$ cat config.mk
export PLATFORM = sky130hd
export DESIGN_NAME = vga_pixel_fetch_flat
export DESIGN_NICKNAME = d
export VERILOG_FILES = /design/src/rtl/vga_pixel_fetch_if.sv /design/src/rtl/vga_pixel_fetch.sv /design/src/flat_wrapper.sv
export SDC_FILE = /design/constraint.sdc
export NUM_CORES = 1
export LEC_CHECK = 0
export ABC_AREA = 1
export CORE_MARGIN = 5
export CORE_UTILIZATION = 50
export DETAILED_ROUTE_END_ITERATION = 6
export PLACE_DENSITY = 0.78
export SYNTH_ARGS = -nofsm -noshare
export SYNTH_HDL_FRONTEND = slang
export SYNTH_SLANG_ARGS = --single-unit
export TNS_END_PERCENT = 30
$ cat constraint.sdc
create_clock -name clk -period 4.8 [get_ports clk]
set_input_delay 0.96 -clock clk [delete_from_list [all_inputs] [get_ports clk]]
set_output_delay 0.96 -clock clk [all_outputs]
set_load 0.01 [all_outputs]
$ cat src/rtl/vga_pixel_fetch_if.sv
// rtl/vga_pixel_fetch_if.sv - BRAM read port between vga_pixel_fetch and the image memory
//   mem_addr   ADDR_W  read address (master -> memory)
//   mem_rd_en  1       one-clk read strobe (master -> memory)
//   mem_data   8       read data, valid MEM_LAT clk after the strobe (memory -> master)
interface vga_pixel_fetch_if #(
  parameter int ADDR_W = 15
);
  logic [ADDR_W-1:0] mem_addr;
  logic              mem_rd_en;
  logic [7:0]        mem_data;

  modport master (output mem_addr, output mem_rd_en, input mem_data);
  modport slave  (input mem_addr, input mem_rd_en, output mem_data);
endinterface

$ cat src/rtl/vga_pixel_fetch.sv
// rtl/vga_pixel_fetch.sv - windowed grayscale BRAM fetch with per-frame display mode for VGA
//   clk, reset           system clock, synchronous active-high reset
//   cnt3                 pixel tick, one clk in four
//   pixel_x, pixel_y     current pixel position from vga_sync
//   video_on             active-area flag
//   hsync_in, vsync_in   syncs from vga_sync
//   mode, thresh         display mode / threshold, latched at frame start
//   mem                  BRAM read port (master side)
//   rgb, hsync, vsync    colour and syncs, one pixel behind the inputs
//   frame_cnt            frames started since reset
module vga_pixel_fetch #(
  parameter int          IMG_W   = 160,
  parameter int          IMG_H   = 120,
  parameter int          X0      = 240,
  parameter int          Y0      = 180,
  parameter int          ADDR_W  = 15,
  parameter int          MEM_LAT = 1,
  parameter logic [11:0] BORDER  = 12'h008
) (
  input  logic                     clk,
  input  logic                     reset,
  input  logic                     cnt3,
  input  logic [9:0]               pixel_x,
  input  logic [9:0]               pixel_y,
  input  logic                     video_on,
  input  logic                     hsync_in,
  input  logic                     vsync_in,
  input  logic [1:0]               mode,
  input  logic [7:0]               thresh,
  vga_pixel_fetch_if.master        mem,
  output logic [11:0]              rgb,
  output logic                     hsync,
  output logic                     vsync,
  output logic [7:0]               frame_cnt
);

  localparam logic [10:0]   X_LO = 11'(X0);
  localparam logic [10:0]   X_HI = 11'(X0 + IMG_W);
  localparam logic [10:0]   Y_LO = 11'(Y0);
  localparam logic [10:0]   Y_HI = 11'(Y0 + IMG_H);
  // One extra bit so a full image of exactly 2**ADDR_W pixels can still hold at "done".
  localparam logic [ADDR_W:0] LAST = (ADDR_W + 1)'(IMG_W * IMG_H);

  logic [10:0]       x11, y11;
  logic              in_win, win_start, frame_start;
  logic [1:0]        mode_q, mode_now;
  logic [7:0]        thresh_q, thresh_now;
  logic [ADDR_W:0]   addr_cnt, addr_use;

  // Pixel sampled at the previous tick, waiting for its BRAM byte.
  logic              s_von, s_win, s_hs, s_vs;
  logic [2:0]        s_bar;
  logic [1:0]        s_mode;
  logic [7:0]        s_thresh;
  logic [7:0]        gray_q;
  logic [MEM_LAT-1:0] rd_dly;
  logic [11:0]       pix_rgb;
  logic [3:0]        g_hi;

  assign x11         = {1'b0, pixel_x};
  assign y11         = {1'b0, pixel_y};
  assign in_win      = video_on && (x11 >= X_LO) && (x11 < X_HI) && (y11 >= Y_LO) && (y11 < Y_HI);
  assign win_start   = in_win && (x11 == X_LO) && (y11 == Y_LO);
  assign frame_start = (pixel_x == 10'd0) && (pixel_y == 10'd0);
  // The frame-start pixel itself already uses the freshly latched settings.
  assign mode_now    = frame_start ? mode : mode_q;
  assign thresh_now  = frame_start ? thresh : thresh_q;
  assign addr_use    = win_start ? '0 : addr_cnt;

  always_comb begin
    pix_rgb = 12'h000;
    g_hi    = (s_mode == 2'b01) ? ~gray_q[7:4] : gray_q[7:4];
    if (!s_von) begin
      pix_rgb = 12'h000;
    end else if (!s_win) begin
      pix_rgb = BORDER;
    end else begin
      case (s_mode)
        2'b00, 2'b01: pix_rgb = {g_hi, g_hi, g_hi};
        2'b10:        pix_rgb = (gray_q >= s_thresh) ? 12'hFFF : 12'h000;
        default: begin
          case (s_bar)
            3'd0:    pix_rgb = 12'hFFF;
            3'd1:    pix_rgb = 12'hFF0;
            3'd2:    pix_rgb = 12'h0FF;
            3'd3:    pix_rgb = 12'h0F0;
            default: pix_rgb = 12'hF00;
          endcase
        end
      endcase
    end
  end

  always_ff @(posedge clk) begin
    if (reset) begin
      rgb           <= '0;
      hsync         <= 1'b0;
      vsync         <= 1'b0;
      frame_cnt     <= '0;
      mem.mem_addr  <= '0;
      mem.mem_rd_en <= 1'b0;
      addr_cnt      <= '0;
      mode_q        <= '0;
      thresh_q      <= '0;
      s_von         <= 1'b0;
      s_win         <= 1'b0;
      s_hs          <= 1'b0;
      s_vs          <= 1'b0;
      s_bar         <= '0;
      s_mode        <= '0;
      s_thresh      <= '0;
      gray_q        <= '0;
      rd_dly        <= '0;
    end else begin
      mem.mem_rd_en <= 1'b0;
      // Strobe delayed by MEM_LAT marks the clk in which mem_data is valid.
      rd_dly <= MEM_LAT'({rd_dly, mem.mem_rd_en});
      if (rd_dly[MEM_LAT-1]) begin
        gray_q <= mem.mem_data;
      end
      if (cnt3) begin
        // Retire the previous pixel, then take in the current one.
        rgb      <= pix_rgb;
        hsync    <= s_hs;
        vsync    <= s_vs;
        s_von    <= video_on;
        s_win    <= in_win;
        s_hs     <= hsync_in;
        s_vs     <= vsync_in;
        s_bar    <= pixel_x[9:7];
        s_mode   <= mode_now;
        s_thresh <= thresh_now;
        if (frame_start) begin
          frame_cnt <= frame_cnt + 8'd1;
          mode_q    <= mode;
          thresh_q  <= thresh;
        end
        if (in_win) begin
          mem.mem_addr  <= addr_use[ADDR_W-1:0];
          mem.mem_rd_en <= (mode_now != 2'b11);
          if (addr_use != LAST) begin
            addr_cnt <= addr_use + 1'b1;
          end
        end
      end
    end
  end

endmodule
$ cat src/flat_wrapper.sv
// flat-port wrapper written by rule: the top's interface ports become plain ports
module vga_pixel_fetch_flat 
#(
  parameter int          IMG_W   = 160,
  parameter int          IMG_H   = 120,
  parameter int          X0      = 240,
  parameter int          Y0      = 180,
  parameter int          ADDR_W  = 15,
  parameter int          MEM_LAT = 1,
  parameter logic [11:0] BORDER  = 12'h008
)
  (clk, reset, cnt3, pixel_x, pixel_y, video_on, hsync_in, vsync_in, mode, thresh, rgb, hsync, vsync, frame_cnt, mem_mem_addr, mem_mem_rd_en, mem_mem_data);
  vga_pixel_fetch_if #(.ADDR_W(ADDR_W)) mem_i ();
  input  logic clk;
  input  logic reset;
  input  logic cnt3;
  input  logic [9:0] pixel_x;
  input  logic [9:0] pixel_y;
  input  logic video_on;
  input  logic hsync_in;
  input  logic vsync_in;
  input  logic [1:0] mode;
  input  logic [7:0] thresh;
  output logic [11:0] rgb;
  output logic hsync;
  output logic vsync;
  output logic [7:0] frame_cnt;
  output wire logic [$bits(mem_i.mem_addr)-1:0] mem_mem_addr;
  output wire logic [$bits(mem_i.mem_rd_en)-1:0] mem_mem_rd_en;
  input wire logic [$bits(mem_i.mem_data)-1:0] mem_mem_data;
  assign mem_mem_addr = mem_i.mem_addr;
  assign mem_mem_rd_en = mem_i.mem_rd_en;
  assign mem_i.mem_data = mem_mem_data;
  vga_pixel_fetch #(.IMG_W(IMG_W), .IMG_H(IMG_H), .X0(X0), .Y0(Y0), .ADDR_W(ADDR_W), .MEM_LAT(MEM_LAT), .BORDER(BORDER)) u_core (.clk(clk), .reset(reset), .cnt3(cnt3), .pixel_x(pixel_x), .pixel_y(pixel_y), .video_on(video_on), .hsync_in(hsync_in), .vsync_in(vsync_in), .mode(mode), .thresh(thresh), .mem(mem_i), .rgb(rgb), .hsync(hsync), .vsync(vsync), .frame_cnt(frame_cnt));
endmodule
# --- After elaboration in Yosys (flattened, before gate mapping) ---
# Index checks and enable logic that the tools add are counted.
totals:
  rom_bits: 0
  latch_bits: 0
  memories: 0
  word_cells: 60
  mem_bits_rw: 0
  ff_bits: 80
op_classes:
  n_reduce_logical: 16
  n_shift: 0
  mul: 0
  n_addsub: 2
  eq_ne: 9
  n_mux: 9
  n_lt_le_gt_ge: 5
  bitwise_logic: 3
  div: 0
op_table:
  columns: ["op", "n"]
  rows:
  - ["$pmux 12 s4", 1]
  - ["$mux 12", 3]
  - ["$pmux 12 s2", 1]
  - ["$eq 10x8->1 const B", 2]
  - ["$ge 10x8->1 const B", 2]
  - ["$logic_not 10->1", 2]
  - ["$lt 10x9->1 const B", 2]
  - ["$add 16x1->16 const B", 1]
  - ["$mux 16", 1]
  - ["$ne 16x15->1 const B", 1]
  - ["$add 8x1->8 const B", 1]
  - ["$ge 8x8->1", 1]
  - ["$mux 8", 1]
  - ["$logic_and 1x1->1", 7]
  - ["$eq 3x2->1 const B", 2]
  - ["$mux 4", 1]
  - ["$not 4->4", 1]
  - ["$reduce_and 2->1", 2]
  - ["$eq 3x1->1 const B", 1]
  - ["$logic_not 3->1", 1]
  - ["$reduce_and 3->1", 1]
  - ["$reduce_or 3->1", 1]
  - ["$eq 2x1->1 const B", 1]
  - ["$eq 2x2->1 const B", 1]
  - ["other kinds (5)", 6]

# --- Logic depth before layout (Yosys ltp) ---
logic_depth:
  ltp_word: 10
  ltp_mapped: 17
  mapped_depth_nobuf: 16

# --- Worst setup path before layout ---
# No wires, ideal clock.
synth_path:
  path_kind: "input -> register"
  startpoint: "in pixel_y[9]"
  endpoint: "reg u_core.addr_cnt[8]"
  required_time_ns: 4.685
  setup_ns: 0.115
  setup_slack_ns: 2.319
  arrival_ns: 2.366
  cell_stages: 16
  cell_sequence: "nor2_1 > nand2_1 > nor2_1 > nand2_1 > nor2_1 > nand3_2 > buf_6 > nand2_2 > nand2_2 > nor2_2 > nand3_2 > nand2_4 > inv_4 > buf_8 > o21ai_2 > nor2_1"
synth_between:
  elab_chain_len: 8
synth_lines:
  columns: ["item", "line_no", "text"]
  rows:
  - ["start: declaration", "flat_wrapper.sv:18", "input logic [9:0] pixel_y;"]
  - ["branches (longest 8 deep; another with $add 16x1->16)", null, null]
  - ["end signal: assignment", "vga_pixel_fetch.sv:142", "addr_cnt <= addr_use + 1'b1;"]
  - ["end: declaration", "vga_pixel_fetch.sv:48", "logic [ADDR_W:0] addr_cnt, addr_use;"]
# Parallel ways; which one is timed is not known.
# A chain may end at the register's enable or synchronous reset.

# --- Worst setup path in the final report ---
layout_path:
  startpoint: "in pixel_x[7]"
  endpoint: "reg u_core.addr_cnt[10]"
layout_between:
  elab_chain_len: 10
layout_lines:
  columns: ["item", "line_no", "text"]
  rows:
  - ["start: declaration", "flat_wrapper.sv:17", "input logic [9:0] pixel_x;"]
  - ["branches (longest 10 deep; another with $add 16x1->16)", null, null]
# Parallel ways; which one is timed is not known.

==> impl_metrics.json <==
{
  "instances_no_fill": 741,
  "cp.required_ns": 5.05,
  "ys.warnings.count": 0,
  "vias": 3857,
  "area_growth_pct": 26.6,
  "ys_ff_latch": 80,
  "status": "finished clean",
  "async_reset_ff_share_pct": 0,
  "drtAntennaViolNets": 0,
  "cpMostUsedCell": "nand2_1",
  "postRouteWirelength_um": 9630,
  "cts_root_buf": "clkbuf_8",
  "critPathSlowestCell": "clkdlybuf4s50_1",
  "worstSetupStartpoint": "pixel_x[7]",
  "rr_worst_depth": 11,
  "max_slew_margin_pct": 48.2,
  "syn-num-nets": 613,
  "finalPower_mw": 1.30,
  "core_area_mm2": 0.00773,
  "drive_above_1_share_pct": 8.29,
  "die_area_mm2": 0.00978,
  "port_buffers": 81,
  "ys.flop_type": "dfxtp_1",
  "end_kind": "register",
  "pin_count": 82,
  "hold_violations": 0,
  "min_period_ns": 3.39,
  "tns_ns": 0,
  "syn-cell-area_mm2": 0.00395,
  "path_cells": "clkdlybuf4s50_1 > nand2_1 > o21ai_1 > nand3_1 > nor2_2 > nand3_2 > nand2_1 > nand2_1 > nor2_1 > nand3_2 > nand2_4 > inv_4 > o21ai_0 > nor2_1",
  "clk_pin_slew_worst_paths_ns": 0.10,
  "rr_startpoint": "u_core.gray_q[7]",
  "cp_data_arrival_time_ns": 3.64,
  "setup_viol": 0,
  "grt_setup_unrepaired": "no",
  "first_pass_iters": 4,
  "slew_viol_final": 0,
  "clock_latency_ns": 0.36,
  "synth_edf_count": 0,
  "ys_seq_area_share_pct": 40.5,
  "synth.distinct_cells": 38,
  "drt_iter0_markers": 114,
  "critPathMaxStageDelay_ns": 0.56,
  "fin_crit_sh_pct": 70.6,
  "die_h_um": 98.9,
  "cp_max_fo": 20,
  "multi_input_area_mm2": 0.00199,
  "clock_path_buffers": 2,
  "fill_cells": 672,
  "cts_buffers": 9,
  "diodes": 0,
  "grt_first_pass_wirelength_um": 16400,
  "grt_max_degree": 39,
  "worstReg2RegEnd": "u_core.rgb[3]",
  "p_per_area_mw_per_mm2": 259,
  "cts_resized": 0,
  "cp_top_family": "simple AND/OR/NAND/NOR gates",
  "antenna_found_initial": 0,
  "placed_cells": 725,
  "wl_per_cell_um": 13.0,
  "syn_area_per_cell_um2": 7.06,
  "grt_util_all_layers_pct": 19.9,
  "path_buf_inv": 2,
  "cts_setup_buffers": 0,
  "register_area_mm2": 0.00160,
  "worst-path-stages": 14,
  "tightest_slew_ns": 0.777,
  "syn_inst": 560,
  "fmax_ghz": 0.295,
  "clkSinkCount": 80,
  "endpoint": "u_core.addr_cnt[10]",
  "grt.overflow.total": 0,
  "skew_ns": 0.0152,
  "grt_pass1_vias": 3696,
  "drv_cap": 0,
  "rows": 32,
  "avgViaCountPerCell": 5.21,
  "critPathKind": "input pin to register",
  "ir_drop_mv": 0.184,
  "ff2ff_setup_slack_ns": 2.94,
  "cts_tree": "built",
  "start_kind": "input pin",
  "hold_path.class": "register to register",
  "htreeDepth": 3,
  "leakage_nw": 2.08,
  "fin_nets": 687,
  "place_congestion": 0.926,
  "initial_core_util_pct": 51.1,
  "dp_hpwl_um": 7100,
  "drc": 0,
  "dieWidth_um": 98.9,
  "postCtsHoldBufs": 0
}
## how the worst min path moves through the flow
stage	start	depth (start not counted)	endpoint
detailed placement	u_core.s_thresh[3]	2	u_core.s_thresh[3]
global placement	u_core.rgb[11]	2	u_core.rgb[11]
finish	u_core.mem.mem_rd_en	2	u_core.rd_dly
global route	u_core.rgb[11]	2	u_core.rgb[11]
floorplan	u_core.s_thresh[4]	2	u_core.s_thresh[4]
CTS	u_core.mem.mem_rd_en	2	u_core.rd_dly
## final cells by class
type | count | share of cell area [%]
flip-flops and latches | 80 | 32.0
clock buffers | 9 | 2.48
inverters | 65 | 4.93
repair buffers | 84 | 16.7
multi-input cells | 394 | 39.8
well taps | 102 | 2.55
clock inverters | 7 | 1.60
## routing by layer
layer	wire length (um)	track usage, %
met1	4310	24.7
met5	0	0
met2	4730	33.7
met4	116	6.62
met3	471	4.67
## worst reg2reg max path, delay by kind of cell (launching register included)
| family | cells | cell delay (ns) |
|---|---|---|
| AO/OA/AOI/OAI | 3 | 0.43 |
| AND/OR/NAND/NOR | 7 | 0.72 |
| adder cells (fa/ha/maj) | 1 | 0.30 |
| flip-flops | 1 | 0.35 |
## flip-flops by register name, indices dropped and copies added (netlist names)
signal                cells
u_core.gray_q             8
u_core.s_mode             2
u_core.rd_dly             1
u_core.s_thresh           8
u_core.hsync              1
u_core.s_bar              3
u_core.s_hs               1
u_core.mem.mem_addr      15
u_core.vsync              1
u_core.rgb               12
u_core.frame_cnt          8
u_core.addr_cnt          16
u_core.mem.mem_rd_en      1
u_core.s_von              1
u_core.s_win              1
u_core.s_vs               1
## stage by stage
stage / utilization, % / cell area [um^2] / worst slack (ns) / hold slack (ns)
2_1_floorplan: - / 3950 / 2.32 / 0.433
6_report: 64.8 / 5000 / 1.41 / 0.458
5_1_grt: 64.8 / 5000 / 1.14 / 0.484
3_3_place_gp: 62.1 / 4800 / 1.21 / 0.452
4_1_cts: 64.8 / 5000 / 1.47 / 0.453
3_5_place_dp: 62.1 / 4800 / 1.09 / 0.456
## synthesized netlist by cell type (all sizes together), types with 2 or more instances
master	count	area [um^2]
nand2	119	474
buf	6	57.5
nor4	2	12.5
dfxtp	80	1600
o211ai	17	128
xor2	4	35.0
and3	2	12.5
ha	9	113
clkinv	2	7.51
inv	63	239
o21a	2	15.0
nand4	3	18.8
clkbuf	15	56.3
nor3	10	55.1
o2111ai	2	17.5
o21ai	46	249
nor2	91	359
nand3	34	210
a211oi	2	15.0
a21oi	46	241
## power breakdown
group	internal [mW]	switching, mW
Clock	0.247	0.268
Combinational	0.0532	0.0499
Sequential	0.672	0.00584
## cell families after synthesis
kind of cell | Yosys count | share of synthesized area (%)
AOI/OAI and AO/OA | 118 | 17.4
and+or+nand+nor | 263 | 29.2
buffers and inverters | 86 | 9.12
adders and majority gates | 9 | 2.85
xor gates and xnor gates | 4 | 0.886
DFF | 80 | 40.5
## cell usage in the layout (no fill, tap or decap), drive strengths merged
cell type / instances
bufinv: 1
inv: 65
nand4: 3
clkbuf: 9
or2: 1
nand2: 119
o2111ai: 2
ha: 9
o21bai: 1
a21oi: 46
nor4: 2
a31oi: 1
clkinvlp: 1
and3: 2
clkdlybuf4s50: 81
nor2: 91
xor2: 4
dfxtp: 80
o21ai: 46
clkinv: 5
o21a: 2
a211oi: 2
nand3: 34
and2: 1
nor3: 10
buf: 3
o211ai: 17
a41oi: 1
Power figures use the tool's default switching activity.
